==> src/rtl/mm2x2_pkg.sv <==
// rtl/mm2x2_pkg.sv - shared types and constants for the 2x2 matrix-multiply core
package mm2x2_pkg;

  // Default operand width and result width (room for the sum of two W x W products)
  localparam int W_DEF  = 4;
  localparam int RW_DEF = 2 * W_DEF + 1;

  // Eight operands are loaded (A then B), four results are produced
  localparam int N_ELEM = 8;
  localparam int N_RES  = 4;

  typedef enum logic [1:0] {
    ST_LOAD    = 2'd0,
    ST_COMPUTE = 2'd1,
    ST_OUTPUT  = 2'd2
  } state_t;

endpackage

==> src/rtl/mm2x2_mac.sv <==
// rtl/mm2x2_mac.sv - single shared multiply-accumulate unit with registered accumulator
module mm2x2_mac
  import mm2x2_pkg::*;
#(
  parameter int W  = W_DEF,
  parameter int RW = RW_DEF
) (
  input  logic          clk,
  input  logic          rst_n,
  input  logic          ena,
  input  logic          clr_acc,
  input  logic [W-1:0]  a,
  input  logic [W-1:0]  b,
  output logic [RW-1:0] acc
);

  logic [2*W-1:0] w_prod;
  logic [RW-1:0]  w_prod_ext;

  assign w_prod     = {{W{1'b0}}, a} * {{W{1'b0}}, b};
  assign w_prod_ext = {{(RW - 2 * W){1'b0}}, w_prod};

  // Start a new sum on clr_acc, otherwise add the product to the running sum
  always_ff @(posedge clk or negedge rst_n) begin
    if (!rst_n) begin
      acc <= '0;
    end else if (ena) begin
      acc <= clr_acc ? w_prod_ext : acc + w_prod_ext;
    end
  end

endmodule

==> src/rtl/mm2x2_seq_core.sv <==
// rtl/mm2x2_seq_core.sv - sequential 2x2 unsigned matrix multiply: stream in, 8-step MAC, stream out
module mm2x2_seq_core
  import mm2x2_pkg::*;
#(
  parameter int W  = W_DEF,
  parameter int RW = RW_DEF
) (
  input  logic          clk,
  input  logic          rst_n,
  input  logic          ena,
  input  logic          clear,
  input  logic          in_valid,
  output logic          in_ready,
  input  logic [W-1:0]  in_data,
  output logic          out_valid,
  input  logic          out_ready,
  output logic [RW-1:0] out_data,
  output logic [1:0]    out_idx,
  output logic          busy
);

  state_t        r_state;
  logic [2:0]    r_load_cnt;
  logic [2:0]    r_step;
  logic [W-1:0]  r_op [N_ELEM];
  logic [RW-1:0] r_res [N_RES];
  logic          r_wr_pend;
  logic [1:0]    r_wr_idx;
  logic          r_out_valid;
  logic [RW-1:0] r_out_data;
  logic [1:0]    r_out_idx;

  logic          w_in_hs;
  logic          w_out_hs;
  logic          w_mac_ena;
  logic          w_clr_acc;
  logic [W-1:0]  w_mac_a;
  logic [W-1:0]  w_mac_b;
  logic [RW-1:0] w_acc;
  logic [1:0]    w_next_idx;

  assign in_ready  = (r_state == ST_LOAD) & ena;
  assign w_in_hs   = in_valid & in_ready;
  assign w_out_hs  = r_out_valid & out_ready & ena;
  assign out_valid = r_out_valid;
  assign out_data  = r_out_data;
  assign out_idx   = r_out_idx;
  assign busy      = (r_state != ST_LOAD);

  // Step k: i=k[2], j=k[1], t=k[0]; A[i][t] lives at 2i+t, B[t][j] at 4+2t+j
  assign w_mac_a    = r_op[{1'b0, r_step[2], r_step[0]}];
  assign w_mac_b    = r_op[{1'b1, r_step[0], r_step[1]}];
  assign w_clr_acc  = ~r_step[0];
  assign w_mac_ena  = ena & (r_state == ST_COMPUTE);
  assign w_next_idx = r_out_idx + 2'd1;

  mm2x2_mac #(
    .W  (W),
    .RW (RW)
  ) u_mac (
    .clk     (clk),
    .rst_n   (rst_n),
    .ena     (w_mac_ena),
    .clr_acc (w_clr_acc),
    .a       (w_mac_a),
    .b       (w_mac_b),
    .acc     (w_acc)
  );

  // Control FSM, operand/result storage and registered output stream.
  // The accumulator is registered, so a finished sum (t=1 step) is copied into
  // its result register one enabled cycle later via r_wr_pend. C11 therefore
  // lands in the first OUTPUT cycle, well before the idx-2 handshake reads it.
  always_ff @(posedge clk or negedge rst_n) begin
    if (!rst_n) begin
      r_state     <= ST_LOAD;
      r_load_cnt  <= '0;
      r_step      <= '0;
      r_wr_pend   <= 1'b0;
      r_wr_idx    <= '0;
      r_out_valid <= 1'b0;
      r_out_data  <= '0;
      r_out_idx   <= '0;
      for (int i = 0; i < N_ELEM; i++) r_op[i] <= '0;
      for (int i = 0; i < N_RES; i++) r_res[i] <= '0;
    end else if (ena) begin
      r_wr_pend <= (r_state == ST_COMPUTE) & r_step[0];
      r_wr_idx  <= r_step[2:1];
      if (r_wr_pend) begin
        r_res[r_wr_idx] <= w_acc;
      end

      if (clear) begin
        // Abort wins over any handshake in the same cycle
        r_state     <= ST_LOAD;
        r_load_cnt  <= '0;
        r_step      <= '0;
        r_out_valid <= 1'b0;
        r_out_idx   <= '0;
      end else begin
        case (r_state)
          ST_LOAD: begin
            if (w_in_hs) begin
              r_op[r_load_cnt] <= in_data;
              r_load_cnt       <= r_load_cnt + 3'd1;
              if (r_load_cnt == 3'd7) begin
                r_state <= ST_COMPUTE;
                r_step  <= '0;
              end
            end
          end
          ST_COMPUTE: begin
            r_step <= r_step + 3'd1;
            if (r_step == 3'd7) begin
              r_state     <= ST_OUTPUT;
              r_out_valid <= 1'b1;
              r_out_idx   <= '0;
              r_out_data  <= r_res[0];
            end
          end
          ST_OUTPUT: begin
            if (w_out_hs) begin
              r_out_idx  <= w_next_idx;
              r_out_data <= r_res[w_next_idx];
              if (r_out_idx == 2'd3) begin
                r_out_valid <= 1'b0;
                r_state     <= ST_LOAD;
              end
            end
          end
          default: begin
            r_state <= ST_LOAD;
          end
        endcase
      end
    end
  end

endmodule

==> config.mk <==
export PLATFORM = sky130hd
export DESIGN_NAME = mm2x2_seq_core
export DESIGN_NICKNAME = d
export VERILOG_FILES = /design/src/rtl/mm2x2_pkg.sv /design/src/rtl/mm2x2_mac.sv /design/src/rtl/mm2x2_seq_core.sv
export SDC_FILE = /design/constraint.sdc
export NUM_CORES = 1
export LEC_CHECK = 0
export ABC_AREA = 1
export BUFFER_PORTS_ARGS = -buffer_cell sky130_fd_sc_hd__buf_2
export CAP_MARGIN = 20
export CORE_UTILIZATION = 35
export DETAILED_ROUTE_END_ITERATION = 8
export MAX_ROUTING_LAYER = met4
export PLACE_DENSITY = 0.54
export SLEW_MARGIN = 20
export SYNTH_ARGS = -nofsm -noshare
export SYNTH_HDL_FRONTEND = slang
export SYNTH_SLANG_ARGS = --single-unit
==> constraint.sdc <==
create_clock -name clk -period 5.6 [get_ports clk]
set_clock_uncertainty 0.2 [all_clocks]
set_input_delay 0.28 -clock clk [delete_from_list [all_inputs] [get_ports clk]]
set_output_delay 0.28 -clock clk [all_outputs]
set_load 0.03 [all_outputs]
==> results of run 1 <==
-- how the worst max path moves through the flow --
stage,endpoint,depth (start not counted),start
final,u_mac.acc[7],20,r_step[0]
after global routing,u_mac.acc[7],20,r_step[0]
after CTS,u_mac.acc[7],20,r_step[0]
after detailed placement,u_mac.acc[7],20,r_step[0]
after global placement,u_mac.acc[8],20,r_step[0]
after floorplan,u_mac.acc[7],21,r_step[0]
-- per-layer routing --
layer,part of all wire,up-vias,global-route usage
li1,-,2259,-
met1,0.48,2093,0.222
met2,0.47,71,0.279
met3,0.028,14,0.0335
met4,0.015,0,0.0560
met5,0,-,-
-- sequential cells by signal, indices dropped and copies added, names as in the netlist --
| register | flops |
|---|---|
| out_idx | 2 |
| out_valid | 1 |
| r_load_cnt | 3 |
| r_wr_pend | 1 |
| r_res | 36 |
| u_mac.acc | 9 |
| r_op | 32 |
| r_state | 2 |
| r_step | 3 |
| out_data | 9 |
| r_wr_idx | 2 |
-- final cells by class --
cell class | instances | area (um2) | share of cell area
multi-input combinational | 495 | 2630 | 0.431
sequential | 100 | 2500 | 0.410
tap | 211 | 264 | 0.0432
inverter | 68 | 258 | 0.0422
clock buffer | 13 | 250 | 0.0410
timing repair buffer | 29 | 175 | 0.0287
clock inverter | 3 | 21.3 | 0.00348
-- per-stage QoR --
stage                     utilization  instances  power [W]  worst slack (ps)
after global routing            0.400        919    0.00279               554
final                           0.400        919    0.00257               935
after detailed placement        0.379        898    0.00201               971
after floorplan                     -        676    0.00175              1350
after global placement          0.379        898    0.00199              1090
after CTS                       0.400        919    0.00261               943
-- power breakdown --
group / internal, W / total [W] / switching [W] / leakage, nW
sequential: 0.000848 / 0.000944 / 0.0000961 / 1.35
combinational: 0.000345 / 0.00105 / 0.000704 / 1.66
clock: 0.000315 / 0.000582 / 0.000267 / 0.130
total: 0.00151 / 0.00257 / 0.00107 / 3.14
-- logic make-up after synthesis --
kind of cell,count (synthesis)
xor gates and xnor gates,3
DFF,100
adders and majority gates,30
AOI/OAI and AO/OA,126
buffers and inverters,81
and+or+nand+nor,336
-- synthesized netlist by cell type, drive strengths merged --
cell | count | area (um2)
nor2 | 77 | 350
o22ai | 1 | 6.26
buf | 13 | 86.3
fa | 5 | 100
o21ai | 74 | 374
nand2 | 207 | 785
o221ai | 1 | 8.76
and2 | 3 | 18.8
dfrtp | 100 | 2500
inv | 68 | 258
nand4 | 4 | 46.3
nand3 | 37 | 223
nand3b | 3 | 22.5
or2 | 3 | 18.8
nor3 | 2 | 32.5
o21bai | 1 | 7.51
xnor2 | 2 | 17.5
ha | 25 | 313
o211ai | 9 | 67.6
a21oi | 30 | 150
xor2 | 1 | 8.76
a32oi | 7 | 61.3
a22oi | 2 | 15.0
o31ai | 1 | 7.51
-- worst max-delay path, stage by stage, from the launching register on --
cell,delay [ps]
dfrtp_1,520
inv_2,280
nand2_1,100
a32oi_1,290
nand2_1,150
fa_1,550
inv_1,50
fa_1,550
inv_1,60
fa_1,440
nand3b_1,170
nand2_1,80
nand2_1,60
and2_1,150
ha_1,320
nand2_1,110
inv_1,40
a21oi_1,160
nand3_1,100
nand3_1,90
nand3_1,60
==> impl_metrics.toml, run 1 <==
[setup_path]
r2r-start = "r_step[0]"
start_kind = "flip-flop"
reg2reg_slack_ps = 930
cp_max_fo = 17
arrival_ps = 4700
critPathRequiredTime_ps = 5630
reg2regPathDepth = 20
r2r-end = "u_mac.acc[7]"
crit_path_end_kind = "flip-flop"
worst-setup-path-type = "reg -> reg"

[global_routing]
antenna_found_initial = 0
grt_pass1_wl_um = 21500
overflow = 0
grt_max_degree = 68
grt_pass1_vias = 4362
grt_use_total = 0.174

[clocking]
post_cts_resized = 0
clkTransAtPathRegs_ps = 70
clock_latency_ps = 350
cts_buffers = 9
cts_buffer_depth = 2
tritoncts = "done"
ctsHoldBuffers = 5
root_buffer = "clkbuf_16"
post_cts_buffers = 0
cts.sinks = 100
htreeDepth = 3

[routing]
viasPerCell = 4.83
post_drt_wl_per_cell_um = 13.4
post-route-drc-count = 0
totalWireLength_um = 12300
postRouteAntennaNets = 0
via_count = 4437
drtPass1Iterations = 5
drtIter0Drc = 290

[synth]
synth_nets = 716
synthCells = 676
ys_types = 37
syn-cell-area_um2 = 5480
seq_area_frac_synth = 0.457
ys_warn_count = 0
synth-simple-area-share = 0.273
avgSynthCellArea_um2 = 8.11
synth_fa_ha_area_frac = 0.0753
synth_top_family_by_area = "simple AND/OR/NAND/NOR gates"
synth_compound_area_frac = 0.127
synth-xor-area-share = 0.00479
synth-seq-cells = 100
synth_mux_area_frac = 0

[job]
drv_cap = 0

[sta]
period_minus_slack_ps = 4670
rsz0062_at_grt = "false"
drv_slew = 0
final-setup-viol-count = 0
slew_headroom = 0.435
fin_crit_sh = 0.833
tns_ps = 0
hold_viol = 0
fmax_mhz = 214
tightest_slew_ps = 847
holdWs_ps = 133

[worst_hold_path]
whs_endpoint = "r_wr_idx[1]"
min_from = "ena"
hp-class = "in -> reg"
hold_path_depth = 3

[power]
powerDensity_nw_per_um2 = 422
p_leak_nw = 3.14
ir_drop_mv = 0.209

[floorplanning]
core_um2 = 15300
rows = 45
io_pins = 24
dieHeight_um = 127
die_w_um = 127
dieArea_um2 = 16200
start_util = 0.359

[final_layout]
fillers = 1572
final_common_cell = "nand2_1"
nets = 743
drive_above_1_share = 0.100
layout_common_cells = "nand2_1 (204), dfrtp_1 (100), nor2_1 (70)"
final_cell_area_um2 = 6100
diodes = 0
area_growth_syn_to_layout_pct = 11.4

[placement]
place_congestion = 0.852
port_buffers = 23
hpwl_um = 9190
dpl-instance-area_um2 = 5780

[outcome]
status = "finished, final reports clean"
Power figures use the tool's default switching activity.
==> inputs of run 2 (changes only) <==
Clock period 5.6 ns to 4.4 ns, I/O delays scaled along.
==> run 2 against run 1 <==
Highest routed layer unchanged; utilization rose by 1.1 points; routed wire length rose by 2.5%; via count rose by 0.97%; sequential share of layout area fell by 1.1 points; critical path depth rose by 1; largest cell class unchanged; total power rose by 33%; sequential cell count did not move; final cell count rose by 1.1%; combinational power rose by 38%; critical endpoint is now u_mac.acc[8]; worst setup slack got worse by 670 ps; global-route usage rose by 0.065 points; die area did not move.
==> impl_metrics.toml, run 2 (synthesis results as in run 1) <==
[power]
p_leak_nw = 3.20
powerDensity_nw_per_um2 = 546
ir_drop_mv = 0.252

[routing]
totalWireLength_um = 12600
viasPerCell = 4.82
drtIter0Drc = 270
postRouteAntennaNets = 0
post-route-drc-count = 0
post_drt_wl_per_cell_um = 13.6
via_count = 4480
drtPass1Iterations = 5

[final_layout]
nets = 753
reg_top3 = "r_res: 36 flops, r_op: 32 flops"
drive_above_1_share = 0.136
diodes = 0
final_cell_area_um2 = 6270
largest_register_ffs = 36
utilization = 0.411
area_growth_syn_to_layout_pct = 14.5
layoutNonFillerInstCount = 929
layout_common_cells = "nand2_1 (203), dfrtp_1 (99), nor2_1 (70)"
final_common_cell = "nand2_1"
top_register = "r_res"

[sta]
setup_slack_ps = 267
fmax_mhz = 242
final-setup-viol-count = 0
tightest_slew_ps = 781
slew_headroom = 0.480
rsz0062_at_grt = "true"
period_minus_slack_ps = 4130
holdWs_ps = 62.8
hold_viol = 0
drv_slew = 0
fin_crit_sh = 0.939

[clocking]
tritoncts = "done"
clock_latency_ps = 360
cts_buffer_depth = 2
cts.sinks = 100
htreeDepth = 3
clkTransAtPathRegs_ps = 70
root_buffer = "clkbuf_16"
cts_buffers = 9

[setup_path]
crit_path_end_kind = "flip-flop"
arrival_ps = 4180
cp_max_fo = 15
critPathRequiredTime_ps = 4450
start_kind = "flip-flop"
worst-setup-path-type = "reg -> reg"

[placement]
placedCellCount = 904
port_buffers = 23
hpwl_um = 9240
dpl-instance-area_um2 = 5830
place_congestion = 0.845
place_ws_ps = 74.6

[job]
drv_cap = 0

[floorplanning]
core_um2 = 15300
dieArea_um2 = 16200
io_pins = 24
start_util = 0.359
rows = 45
dieHeight_um = 127
die_w_um = 127

[global_routing]
grt_use_total = 0.175
antenna_found_initial = 0
grt_pass1_wl_um = 21600
grt_max_degree = 62
overflow = 0
grt_pass1_vias = 4352

[worst_hold_path]
hp-class = "in -> reg"

[outcome]
status = "finished, final reports clean"
-- run 2: cell types whose count changed in the layout (fill, tap and decap cells not counted), sizes merged --
| cell | before | now |
|---|---|---|
| inv | 69 | 71 |
| buf | 24 | 34 |
| clkbuf | 13 | 9 |
| clkinv | 1 | 3 |
-- run 2: layout make-up --
type                       instances  area, um2
tap                              211        264
fill                            1553       8980
multi-input combinational        495       2710
inverter                          68        263
clock inverter                     7       55.1
sequential                       100       2500
timing repair buffer              39        255
clock buffer                       9        225
-- run 2: final timing paths --
check | start | end | slack [ps] | cells after the start
setup / recovery | r_step[0] | u_mac.acc[8] | 270 | 21
hold / removal | ena | r_wr_idx[0] | 60 | 3
setup reg to reg | r_step[0] | u_mac.acc[8] | 270 | 21
hold reg to reg | out_data[3] | out_data[3] | 280 | 2
max in group asynchronous | rst_n | r_res[25] | 2720 | 3
min in group asynchronous | rst_n | r_res[35] | 280 | 2
-- run 2: timing repair --
action                     in CTS  in global routing
buffers inserted                0                  3
hold buffers                    5                  0
setup endpoints to repair       0                  4
gates resized for setup         0                 20
hold endpoints to repair       73                  0
-- run 2: where the power goes --
group	internal (W)	leakage [nW]	total (W)	switching, W
combinational	0.000509	1.71	0.00145	0.000945
clock	0.000392	0.139	0.000769	0.000377
sequential	0.00108	1.35	0.00120	0.000122
-- run 2: metal layers --
layer | vias up | GRT usage | routed length [um]
li1 | 2275 | - | -
met1 | 2128 | 0.225 | 6130
met2 | 63 | 0.280 | 5980
met3 | 14 | 0.0327 | 338
met4 | 0 | 0.0511 | 168
met5 | - | - | 0
-- run 2: critical path: stages (launching register included) --
cell      delay (ps)
dfrtp_2          450
clkinv_4         120
nand2_1           90
a32oi_2          200
nand2_1          110
fa_1             530
inv_1             60
fa_1             520
inv_1             70
fa_2             390
nand3b_1         160
nand2_1           70
nand2_1           60
and2_1           180
ha_4             290
nand2_1           70
nor2_1           110
nand3_1           70
nand2_1           90
nand3_1           70
nand2_1           70
nor2_1            40
-- run 2: through the flow --
step / setup TNS, ps / total power [W]
after floorplan: 0 / 0.00222
after global placement: 0 / 0.00257
after detailed placement: 0 / 0.00259
after CTS: 0 / 0.00338
after global routing: -21.3 / 0.00369
final: 0 / 0.00342
